<file path="config.mk">
export PLATFORM = sky130hd
export DESIGN_NAME = indent_line_framer
export DESIGN_NICKNAME = d
export VERILOG_FILES = /design/src/rtl/tok_pkg.sv /design/src/rtl/tok_out_slice.sv /design/src/rtl/indent_line_framer.sv
export SDC_FILE = /design/constraint.sdc
export NUM_CORES = 1
export LEC_CHECK = 0
export CORE_UTILIZATION = 58
export DETAILED_ROUTE_END_ITERATION = 10
export HOLD_SLACK_MARGIN = 0.12
export PLACE_DENSITY_LB_ADDON = 0.12
export SYNTH_ARGS = -nofsm -noshare
export SYNTH_HDL_FRONTEND = slang
export SYNTH_HIERARCHICAL = 1
export SYNTH_SLANG_ARGS = --single-unit
</file>
<file path="constraint.sdc">
create_clock -name clk -period 7.95 [get_ports clk]
set_clock_uncertainty 0.2 [all_clocks]
set_input_delay 2.385 -clock clk [delete_from_list [all_inputs] [get_ports clk]]
set_output_delay 2.385 -clock clk [all_outputs]
set_load 0.1 [all_outputs]
</file>
<file path="src/rtl/tok_pkg.sv">
// Shared types and constants for the source tokenizer front end.
// Item kinds travelling from the line framer to the classifier, error codes,
// framer FSM states and the two ASCII bytes that carry line structure.
package tok_pkg;

  // Default geometry of the indentation grid.
  localparam int INDENT_WIDTH = 4;
  localparam int MAX_LEVEL    = 15;

  localparam logic [7:0] ASCII_SP = 8'h20;
  localparam logic [7:0] ASCII_NL = 8'h0A;

  // Item kinds on the framer output.
  typedef enum logic [2:0] {
    TOK_CHAR    = 3'd0,
    TOK_NEWLINE = 3'd1,
    TOK_INDENT  = 3'd2,
    TOK_DEDENT  = 3'd3,
    TOK_EOF     = 3'd4
  } tok_kind_e;

  // Sticky error causes.
  typedef enum logic [1:0] {
    ERR_NONE  = 2'd0,
    ERR_ALIGN = 2'd1,  // leading spaces not a multiple of INDENT_WIDTH
    ERR_DEPTH = 2'd2   // indentation deeper than MAX_LEVEL
  } err_code_e;

  // Line framer states.
  typedef enum logic [2:0] {
    ST_BOL  = 3'd0,  // measuring leading spaces
    ST_ADJ  = 3'd1,  // emitting INDENT/DEDENT, then the held first byte
    ST_BODY = 3'd2,  // passing body bytes through
    ST_END  = 3'd3,  // closing NEWLINE, DEDENTs and EOF
    ST_DONE = 3'd4,  // stream finished
    ST_ERR  = 3'd5   // stream rejected
  } state_e;

endpackage

</file>
<file path="src/rtl/tok_out_slice.sv">
// Purpose : registered output stage holding one item (3-bit kind + 8-bit data).
// Latency : an item pushed in cycle N is presented on out_valid in cycle N+1.
// Backpr. : push_rdy = !out_valid || out_ready; payload held stable while stalled.
// Ports   : clk/rst (sync, active high); push/push_kind/push_data/push_rdy from
//           the producer FSM; out_valid/out_ready/out_kind/out_data downstream.
module tok_out_slice (
  input  logic       clk,
  input  logic       rst,
  input  logic       push,
  input  logic [2:0] push_kind,
  input  logic [7:0] push_data,
  output logic       push_rdy,
  output logic       out_valid,
  input  logic       out_ready,
  output logic [2:0] out_kind,
  output logic [7:0] out_data
);

  logic       vld_q,  vld_d;
  logic [2:0] kind_q, kind_d;
  logic [7:0] data_q, data_d;

  // The slot is free when empty or when its current item leaves this cycle.
  assign push_rdy = !vld_q || out_ready;

  always_comb begin
    vld_d  = vld_q;
    kind_d = kind_q;
    data_d = data_q;
    if (push && push_rdy) begin
      vld_d  = 1'b1;
      kind_d = push_kind;
      data_d = push_data;
    end else if (out_ready) begin
      vld_d  = 1'b0;
    end
  end

  always_ff @(posedge clk) begin
    if (rst) begin
      vld_q  <= 1'b0;
      kind_q <= 3'd0;
      data_q <= 8'd0;
    end else begin
      vld_q  <= vld_d;
      kind_q <= kind_d;
      data_q <= data_d;
    end
  end

  assign out_valid = vld_q;
  assign out_kind  = kind_q;
  assign out_data  = data_q;

endmodule

</file>
<file path="src/rtl/indent_line_framer.sv">
// Purpose : resolves line structure of a source byte stream into CHAR, NEWLINE,
//           INDENT, DEDENT and EOF items for the token classifier.
// Latency : an accepted byte that produces an item shows it on out_valid next cycle.
// Backpr. : in_ready only in BOL/BODY with a free output slot; ADJ/END stall on out_ready.
// Ports   : clk, rst (sync, active high); in_valid/in_ready/in_data/in_last source
//           bytes; out_valid/out_ready/out_kind/out_data items; err/err_code sticky.
module indent_line_framer #(
  parameter int INDENT_WIDTH = tok_pkg::INDENT_WIDTH,
  parameter int MAX_LEVEL    = tok_pkg::MAX_LEVEL
) (
  input  logic       clk,
  input  logic       rst,
  input  logic       in_valid,
  output logic       in_ready,
  input  logic [7:0] in_data,
  input  logic       in_last,
  output logic       out_valid,
  input  logic       out_ready,
  output logic [2:0] out_kind,
  output logic [7:0] out_data,
  output logic       err,
  output logic [1:0] err_code
);
  import tok_pkg::*;

  localparam int LVL_W  = $clog2(MAX_LEVEL + 1);
  localparam int SP_MAX = INDENT_WIDTH * MAX_LEVEL;
  localparam int SP_W   = $clog2(SP_MAX + 1);

  state_e           state_q,     state_d;
  logic [LVL_W-1:0] level_q,     level_d;
  logic [LVL_W-1:0] target_q,    target_d;
  logic [SP_W-1:0]  space_cnt_q, space_cnt_d;
  logic [7:0]       held_q,      held_d;      // first body byte parked during ADJ
  logic             last_q,      last_d;      // held byte was the final source byte
  logic             end_nl_q,    end_nl_d;    // END must open with a NEWLINE
  logic             err_q,       err_d;
  err_code_e        err_code_q,  err_code_d;

  logic             push;
  tok_kind_e        push_kind;
  logic [7:0]       push_data;
  logic             push_rdy;
  logic             in_fire;
  logic [SP_W-1:0]  sp_rem;
  logic [SP_W-1:0]  sp_lvl;

  // in_ready is forced low while rst is held so the reset value is 0 even
  // though the FSM already sits in BOL.
  assign in_ready = !rst && (state_q == ST_BOL || state_q == ST_BODY) && push_rdy;
  assign in_fire  = in_valid && in_ready;

  assign sp_rem = space_cnt_q % SP_W'(INDENT_WIDTH);
  assign sp_lvl = space_cnt_q / SP_W'(INDENT_WIDTH);

  always_comb begin
    state_d     = state_q;
    level_d     = level_q;
    target_d    = target_q;
    space_cnt_d = space_cnt_q;
    held_d      = held_q;
    last_d      = last_q;
    end_nl_d    = end_nl_q;
    err_d       = err_q;
    err_code_d  = err_code_q;
    push        = 1'b0;
    push_kind   = TOK_CHAR;
    push_data   = 8'h00;

    unique case (state_q)
      ST_BOL: begin
        if (in_fire) begin
          if (in_data == ASCII_SP) begin
            // Reject on the space that would push past the deepest level.
            if (space_cnt_q == SP_W'(SP_MAX)) begin
              state_d    = ST_ERR;
              err_d      = 1'b1;
              err_code_d = ERR_DEPTH;
            end else begin
              space_cnt_d = space_cnt_q + SP_W'(1);
              if (in_last) begin
                state_d  = ST_END;
                end_nl_d = 1'b0;
              end
            end
          end else if (in_data == ASCII_NL) begin
            // Blank line: forget its spaces, emit nothing.
            space_cnt_d = '0;
            if (in_last) begin
              state_d  = ST_END;
              end_nl_d = 1'b0;
            end
          end else if (sp_rem != '0) begin
            state_d    = ST_ERR;
            err_d      = 1'b1;
            err_code_d = ERR_ALIGN;
          end else begin
            // Any other byte (tabs included) starts the body.
            target_d = LVL_W'(sp_lvl);
            held_d   = in_data;
            last_d   = in_last;
            state_d  = ST_ADJ;
          end
        end
      end

      ST_ADJ: begin
        if (push_rdy) begin
          push = 1'b1;
          if (target_q > level_q) begin
            push_kind = TOK_INDENT;
            level_d   = level_q + LVL_W'(1);
          end else if (target_q < level_q) begin
            push_kind = TOK_DEDENT;
            level_d   = level_q - LVL_W'(1);
          end else begin
            push_kind   = TOK_CHAR;
            push_data   = held_q;
            space_cnt_d = '0;
            if (last_q) begin
              // Source ended mid-line: END supplies the implicit newline.
              state_d  = ST_END;
              end_nl_d = 1'b1;
            end else begin
              state_d  = ST_BODY;
            end
          end
        end
      end

      ST_BODY: begin
        if (in_fire) begin
          push = 1'b1;
          if (in_data == ASCII_NL) begin
            push_kind   = TOK_NEWLINE;
            space_cnt_d = '0;
            if (in_last) begin
              state_d  = ST_END;
              end_nl_d = 1'b0;
            end else begin
              state_d  = ST_BOL;
            end
          end else begin
            push_kind = TOK_CHAR;
            push_data = in_data;
            if (in_last) begin
              state_d  = ST_END;
              end_nl_d = 1'b1;
            end
          end
        end
      end

      ST_END: begin
        if (push_rdy) begin
          push = 1'b1;
          if (end_nl_q) begin
            push_kind = TOK_NEWLINE;
            end_nl_d  = 1'b0;
          end else if (level_q != '0) begin
            push_kind = TOK_DEDENT;
            level_d   = level_q - LVL_W'(1);
          end else begin
            push_kind = TOK_EOF;
            state_d   = ST_DONE;
          end
        end
      end

      // DONE and ERR are terminal; the slice drains any item already in flight.
      ST_DONE: ;
      ST_ERR:  ;
      default: state_d = ST_ERR;
    endcase
  end

  always_ff @(posedge clk) begin
    if (rst) begin
      state_q     <= ST_BOL;
      level_q     <= '0;
      target_q    <= '0;
      space_cnt_q <= '0;
      held_q      <= 8'h00;
      last_q      <= 1'b0;
      end_nl_q    <= 1'b0;
      err_q       <= 1'b0;
      err_code_q  <= ERR_NONE;
    end else begin
      state_q     <= state_d;
      level_q     <= level_d;
      target_q    <= target_d;
      space_cnt_q <= space_cnt_d;
      held_q      <= held_d;
      last_q      <= last_d;
      end_nl_q    <= end_nl_d;
      err_q       <= err_d;
      err_code_q  <= err_code_d;
    end
  end

  tok_out_slice u_out (
    .clk       (clk),
    .rst       (rst),
    .push      (push),
    .push_kind (push_kind),
    .push_data (push_data),
    .push_rdy  (push_rdy),
    .out_valid (out_valid),
    .out_ready (out_ready),
    .out_kind  (out_kind),
    .out_data  (out_data)
  );

  assign err      = err_q;
  assign err_code = err_code_q;

endmodule

</file>
Word-level counts from Yosys, hierarchy flattened
Cells that the tools add are included.
{"block": "totals", "reg_bits": 42, "latchBits": 0, "mem_bits_rw": 0, "rom_bits": 0, "output_inout_bits": 16, "wordCells": 144, "n_memories": 0}
{"block": "op_classes", "n_addsub": 3, "n_mul": 0, "div_mod_pow": 0, "order_cmp": 2, "n_eq_ne": 24, "shifts": 0, "muxes": 75, "n_bitwise": 4, "reduce_logical": 24}
{"cell": "3-bit two-way mux", "count": 17}
{"cell": "6-bit two-way mux", "count": 8}
{"cell": "8-bit two-way mux", "count": 5}
{"cell": "1-bit two-way mux", "count": 24}
{"cell": "4-bit two-way mux", "count": 6}
{"cell": "2-bit inequality test (second input constant)", "count": 11}
{"cell": "6-bit case mux with 3 select lines", "count": 1}
{"cell": "2-bit two-way mux", "count": 8}
{"cell": "8-bit case mux with 2 select lines", "count": 1}
{"cell": "3-bit case mux with 5 select lines", "count": 1}
{"cell": "11-bit AND reduction", "count": 1}
{"cell": "5-bit AND reduction", "count": 2}
{"cell": "3-bit case mux with 3 select lines", "count": 1}
{"cell": "9-bit AND reduction", "count": 1}
{"cell": "8-bit by 4-bit == test with 1-bit output (second input constant)", "count": 1}
{"cell": "8-bit by 6-bit == test with 1-bit output (second input constant)", "count": 1}
{"cell": "4-bit case mux with 2 select lines", "count": 1}
{"cell": "4-bit nonzero test", "count": 2}
{"cell": "7-bit AND reduction", "count": 1}
{"cell": "6-bit by 1-bit adder with 6-bit output (second input constant)", "count": 1}
{"cell": "3-bit by 2-bit == test with 1-bit output (second input constant)", "count": 2}
{"cell": "3-bit == test (second input constant)", "count": 2}
{"cell": "6-bit == test (second input constant)", "count": 1}
{"cell": "3-bit inequality test (second input constant)", "count": 2}
{"cell": "20 further kinds", "count": 31}

Longest topological paths before layout
Gate-level depths: netlist of run 1.
{"block": "logic_depth", "word_depth": 9, "ltp_mapped": 10, "ltp_nobuf": 8}

By module
The synthesis of run 1 kept the hierarchy.
{"mod": "indent_line_framer", "n_inst": 1, "cells_per_inst": 253, "area_each_um2": 2089.5, "seq_area_each_um2": 600.6}
{"mod": "tok_out_slice", "n_inst": 1, "cells_per_inst": 54, "area_each_um2": 550.5, "seq_area_each_um2": 240.2}

Worst setup path after synthesis of run 1
OpenSTA, ideal clock, no wires.
{"block": "synth_path", "path_type": "input port to output port", "startpoint": "input port out_ready", "endpoint": "output port in_ready", "arrival_time_ns": 3.845, "path_slack_ns": 1.520, "stages": 5, "path_buffers": 3, "cell_sequence": "nand2b_4 buf_6 buf_2 clkbuf_1 and3_1"}
{"block": "synth_via", "elab_chain_cells": 2}
{"item": "start, declared", "line_no": "indent_line_framer.sv:18", "rtl": "input logic out_ready,"}
{"item": "1-bit logical OR", "line_no": "tok_out_slice.sv:24", "rtl": "assign push_rdy = !vld_q || out_ready;"}
{"item": "net push_rdy", "line_no": "indent_line_framer.sv:43", "rtl": "logic push_rdy;"}
{"item": "1-bit logical AND", "line_no": "indent_line_framer.sv:50", "rtl": "assign in_ready = !rst && (state_q == ST_BOL || state_q == ST_BODY) && push_rdy;"}
{"item": "end, declared", "line_no": "indent_line_framer.sv:14", "rtl": "output logic in_ready,"}
The timed path passes the listed nets, and every way through them passes these cells.

Worst setup path after layout of run 1
{"block": "layout_path", "startpoint": "input port rst", "endpoint": "output port in_ready"}
{"block": "layout_via", "elab_chain_cells": 3}
{"item": "start, declared", "line_no": "indent_line_framer.sv:12", "rtl": "input logic rst,"}
{"item": "1-bit logical NOT", "line_no": "indent_line_framer.sv:50"}
{"item": "1-bit logical AND (2 in a row)", "line_no": "indent_line_framer.sv:50"}
Every way passes these cells.

==> results of run 1 <==
[synthesized netlist by cell type, types with 3 or more instances]
cell type	instances
clkbuf_1	6
nor3_1	7
nand3_1	19
xnor2_1	3
a22o_1	8
or4_1	3
o21ai_0	5
nor2_1	30
ha_1	8
nand2_1	13
and3_1	4
a21oi_2	7
or3b_1	3
nand3b_1	4
dfxtp_1	42
a21bo_1	7
mux2i_1	15
a21o_1	4
and2_1	3
o211ai_1	7
o311ai_1	3
o31ai_1	5
nand4_1	6
a21oi_1	17
inv_1	16
a21bo_2	4
buf_2	5
nor2b_1	5
[worst min path at each step]
stage / start / to / slack (ns) / cells past startpoint
final: err / err / 0.25 / 2
after global routing: err / err / 0.29 / 2
after CTS: err / err / 0.26 / 2
after detailed placement: err / err / 0.24 / 2
after global placement: err / err / 0.24 / 2
after floorplan: target_q[0] / target_q[0] / 0.26 / 2
[metal layers]
metal  vias to the layer above  part of all wire  wire [um]
met3                         8             0.049        309
met1                      1131              0.48       2980
met2                        81              0.46       2880
met5                         -                 0          0
li1                       1192                 -          -
met4                         0             0.015         91
[power breakdown]
group	switching [uW]	total, uW	leakage, uW	internal, uW
registers	26.3	254	0.000340	228
logic	190	292	0.000692	102
clock network	78.1	148	0.0000472	69.9
total	294	694	0.00108	399
[worst register-to-register path, stage by stage (launching register included)]
cell     delay, ns
dfxtp_1       0.64
or3b_1        0.48
nor2_1        0.45
a21o_1        0.58
nand3_1       0.21
a21oi_2       0.15
[stage by stage]
stage	power [uW]	hold slack (ns)	cell area [um2]	worst slack, ns
final	694	0.254	3020	1.39
after detailed placement	545	0.242	2930	1.39
after global routing	735	0.291	3020	1.32
after CTS	691	0.260	3020	1.39
after global placement	541	0.241	2930	1.41
after floorplan	490	0.260	2640	1.52
[registers in the layout (all words and copies together) (netlist names)]
signal           flops
u_out/out_kind       3
target_q             4
end_nl_q             1
u_out/out_valid      1
space_cnt_q          6
level_q              4
state_q              3
u_out/out_data       8
held_q               8
err                  1
err_code             2
last_q               1
[area by class of cell]
cell class / count / share of cell area
Multi-Input combinational cell: 234 / 0.548
Clock inverter: 2 / 0.00414
Sequential cell: 42 / 0.278
Inverter: 16 / 0.0199
Tap cell: 52 / 0.0215
Clock buffer: 6 / 0.0273
Timing Repair Buffer: 30 / 0.101
[cell families (layout without fill, tap and decap cells)]
family,count (synthesis),count (layout),synth area share
AOI/OAI and AO/OA,91,91,0.265
xor gates and xnor gates,3,3,0.00995
adders and majority gates,8,8,0.0379
buffers and inverters,31,54,0.0550
DFF,42,42,0.318
muxes,16,16,0.0611
and+or+nand+nor,116,116,0.253
==> reports/qor.csv, run 1 <==
metric,value,unit
synthesized instance count,307,
dominant synthesized flop cell,dfxtp_1,
Static Leak,0.00108,uW
Slew headroom,0.340,
Vias,2412,
Routed wire per std cell,16.4,um
"commonest non-fill, non-tap cells in the layout","dfxtp_1 (42), nor2_1 (30), clkdlybuf4s50_1 (27)",
final hold vios,0,
setup bufs post-CTS,0,
M3 GR Usage,0.0509,
Max Clock Freq,152,MHz
met2 Resource Use GR,0.420,
Cell variety after synth,66,
CP Cell Sequence,clkdlybuf4s50_1 > buf_4 > inv_1 > and3_1 > buf_12,
Hold Path Class,flip-flop to flip-flop,
Num CTS Buffers,5,
Pre-Repair DR Iteration Count,5,
critical path class,input pin to output pin,
global routing's busiest layer,met2,
Worst R2R Setup Slack,5.18,ns
"Req. time, crit path",5.37,ns
share of cells above drive strength 1,0.0970,
Layout fillers,339,
Peak supply drop,0.144,mV
CP top delay family,buffers and inverters,
post-synthesis sequential area ratio,0.318,
Post-Syn Nets,328,
Worst path max stage delay,0.45,ns
MaxCap Viol Count,0,
# DRC,0,
row count,24,
DR iter-0 viols,152,
Starting Density,0.606,
ant diodes,0,
Synth top area share,0.318,
Worst-Skew Late Latency,0.30,ns
RSZ-0062 raised after global routing,no,
"commonest non-fill, non-tap cell in the layout",dfxtp_1,
number of H-tree levels,2,
Synth area leader,dfxtp_1,
startpoint types,input pin,
core area,4350,um2
Synth area leaders,"dfxtp_1 (32%), mux2i_1 (5.7%), nor2_1 (4.3%), ha_1 (3.8%), nand3_1 (3.6%)",
Placed Instances,374,
Least-Margin Pin Slew,0.986,ns
post_cts resized,0,
GRT Total Usage,0.270,
maximum number of pins on one net before global-route repair,45,
#FFs+latches synth,42,
reg2reg start,state_q[1],
CP Depth,5,
vias in the first global route,2287,
Final period util,0.825,
Setup Viol. Count Final,0,
CTS tree,built,
Register-to-Register Path Depth,5,
Antenna Nets Post-Route,0,
Port Buffers,28,
Max Root-Sink Buffers,2,
r2r endpoint,u_out/out_data[3],
Buf/Inv on CP,4,
hpwl dp,4.40,mm
I/O pin cnt,29,
Die X,69.5,um
Die H,69.5,um
Fin Setup TNS,0,ns
number of synthesized flops with an enable pin,0,
clock transition at the registers of the reported paths,0.08,ns
Crit path arrival time,3.98,ns
DR vias/cell,6.31,
final core occ,0.694,
syn_area_per_cell,8.60,um2
die area,4830,um2
Area Overhead vs Synth,14.4,%
status,finished clean,
synthesized area,2640,um2
max-slew violation count,0,
met1 Use GR,0.367,
Routed WL,6.26,mm
crit path max-delay cell type,clkdlybuf4s50_1,
Clock Sinks,42,
pwr/cell area,230,nW/um2
CTS root buf,clkbuf_8,
fin crit period,6.56,ns
"Async S/R FF share, synth",0,
# nets final,350,
yosys warns,6,
multi-input logic area,1650,um2
end of the critical path,in_ready,
Sequential Area,841,um2
Non-Filler Instances,382,
first-pass GRT wire length,10.6,mm
Critical Path Source,rst,
crit end category,output pin,
hold-fix buffers at CTS,0,
CP max FO,44,
placer congestion estimate,0.875,
total grt overflow,0,
initial antenna violation count,0,
Power figures use the tool's default switching activity.
==> run 2, diff against run 1 <==
--- a/config.mk
+++ b/config.mk
@@ -5,7 +5,7 @@
 export SDC_FILE = /design/constraint.sdc
 export NUM_CORES = 1
 export LEC_CHECK = 0
-export CORE_UTILIZATION = 58
+export CORE_UTILIZATION = 56
 export DETAILED_ROUTE_END_ITERATION = 10
 export HOLD_SLACK_MARGIN = 0.12
 export PLACE_DENSITY_LB_ADDON = 0.12
==> constraint.sdc (replaced) <==
create_clock -name clk -period 6.6 [get_ports clk]
set_clock_uncertainty 0.2 [all_clocks]
set_input_delay 1.98 -clock clk [delete_from_list [all_inputs] [get_ports clk]]
set_output_delay 1.98 -clock clk [all_outputs]
set_load 0.1 [all_outputs]
==> run 2 against run 1 <==
- the run now ends with design-rule violations left
- clock-buffer cell count down 1
- cell area increased by 1.4%
- highest routed layer unchanged
- first-iteration DRC count up 54%
- setup slack got worse by 0.21 ns
- sequential share of layout area fell by 0.39 points
- die area increased by 3.5%
- power is 31% higher
- non-clock buffer count unchanged
- global-route usage is 0.30 points lower
==> reports/qor.csv, run 2 (synthesis gave the netlist of run 1 again) <==
metric,value,unit,change
DR vias/cell,6.30,,-0.25%
"commonest non-fill, non-tap cell in the layout",dfxtp_1,,
# DRC,6,,+6
CP Cell Sequence,clkdlybuf4s50_1 > nand2b_4 > and3_1 > buf_12,,
startpoint types,input pin,,
Vias,2406,,-0.25%
Area Overhead vs Synth,16.0,%,
Hold EP,err,,
pwr/cell area,296,nW/um2,+29%
Port Buffers,28,,unchanged
Peak supply drop,0.181,mV,+25%
Die X,70.7,um,+1.7%
Num CTS Buffers,5,,unchanged
vias in the first global route,2235,,-2.3%
CTS tree,built,,
Slew headroom,0.349,,+0.00815
CTS root buf,clkbuf_8,,
post_cts resized,0,,unchanged
Hold Path Class,flip-flop to flip-flop,,
max-slew violation count,0,,unchanged
DR iter-0 viols,234,,+54%
Worst path max stage delay,0.46,ns,about the same
overall power,906,uW,+31%
fin crit period,5.42,ns,
Setup Viol. Count Final,0,,unchanged
Worst-Skew Late Latency,0.30,ns,about the same
WHS Path Cells,2,,unchanged
CP max FO,31,,-30%
Least-Margin Pin Slew,0.974,ns,-0.0122 ns
die area,4990,um2,+3.5%
setup bufs post-CTS,0,,unchanged
initial antenna violation count,0,,unchanged
Max Clock Freq,185,MHz,
# nets final,350,,unchanged
Max Root-Sink Buffers,2,,unchanged
Crit path arrival time,3.24,ns,-0.74 ns
"commonest non-fill, non-tap cells in the layout","dfxtp_1 (42), nor2_1 (30), clkdlybuf4s50_1 (27)",,
Clock Sinks,42,,unchanged
Hold Startpoint,err,,
placer congestion estimate,0.893,,+2.0%
status,"complete, but fails checks",,
failing checks,design-rule violations,,
ant diodes,0,,unchanged
final hold vios,0,,unchanged
first-pass GRT wire length,10.7,mm,+0.58%
Register-to-Register Path Depth,5,,unchanged
Routed wire per std cell,16.3,um,-0.70%
Starting Density,0.594,,-0.0123
number of H-tree levels,2,,unchanged
I/O pin cnt,29,,unchanged
Antenna Nets Post-Route,0,,unchanged
MaxCap Viol Count,0,,unchanged
reg2reg start,state_q[1],,
Routed WL,6.22,mm,-0.70%
Worst R2R Setup Slack,3.81,ns,-1.37 ns
hold-fix buffers at CTS,0,,unchanged
crit path max-delay cell type,clkdlybuf4s50_1,,
crit end category,output pin,,
GRT Total Usage,0.267,,-0.00298
total grt overflow,0,,unchanged
Die H,70.7,um,+1.7%
hpwl dp,4.29,mm,-2.6%
row count,24,,unchanged
clock transition at the registers of the reported paths,0.08,ns,about the same
Final period util,0.821,,
maximum number of pins on one net before global-route repair,44,,-2.2%
Static Leak,0.00110,uW,+2.0%
r2r endpoint,u_out/out_data[2],,
core area,4440,um2,+2.1%
RSZ-0062 raised after global routing,no,,
"Req. time, crit path",4.42,ns,-0.95 ns
critical path class,input pin to output pin,,
Pre-Repair DR Iteration Count,8,,+3
share of cells above drive strength 1,0.0970,,unchanged
Fin Setup TNS,0,ns,unchanged
==> run 2: cell types whose count changed in the layout (fill, tap and decap cells not counted) <==
cell,change
clkinv_2,-1
clkinv_4,+1
clkinvlp_4,-1
clkbuf_8,-1
bufinv_16,+2
==> run 2: worst max-delay path, delay by kind of cell <==
kind	cells	cell delay (ns)
buffers and inverters	2	0.65
AND/OR/NAND/NOR	2	0.60
==> run 2: worst max-delay path by stage <==
stage	depth (start not counted)	end	slack, ns	startpoint
finish	4	in_ready	1.18	out_ready
detailed placement	4	in_ready	1.20	out_ready
CTS	4	in_ready	1.19	out_ready
floorplan	5	in_ready	0.98	out_ready
global route	4	in_ready	1.15	out_ready
global placement	4	in_ready	1.23	out_ready
==> run 2: through the flow <==
stage	instance area (um2)	util	hold slack, ns	std cells	setup slack (ns)
after floorplan	2640	-	0.260	307	0.980
after global placement	2930	0.658	0.237	374	1.23
after detailed placement	2930	0.658	0.270	374	1.20
after CTS	3060	0.689	0.288	382	1.19
after global routing	3060	0.689	0.314	382	1.15
final	3060	0.689	0.280	382	1.18
==> run 2: cell type report <==
class                           count  area (um2)
Sequential cell                    42         841
Clock buffer                        5        68.8
Timing Repair Buffer               30         305
Multi-Input combinational cell    234        1650
Clock inverter                      3        68.8
Inverter                           16        60.1
Tap cell                           52        65.1
Fill cell                         383        1380
==> run 2: layer usage <==
layer	global-route usage	vias up	part of all wire
met5	0	-	0
met1	0.373	1133	0.49
met2	0.422	71	0.44
met3	0.0427	11	0.042
met4	0.0933	0	0.022
li1	-	1191	-
==> run 2: power by group <==
part | switching, uW | leakage [uW] | internal (uW)
Sequential | 31.0 | 0.000340 | 274
Clock | 96.7 | 0.0000683 | 152
Combinational | 230 | 0.000692 | 123
Total | 357 | 0.00110 | 548
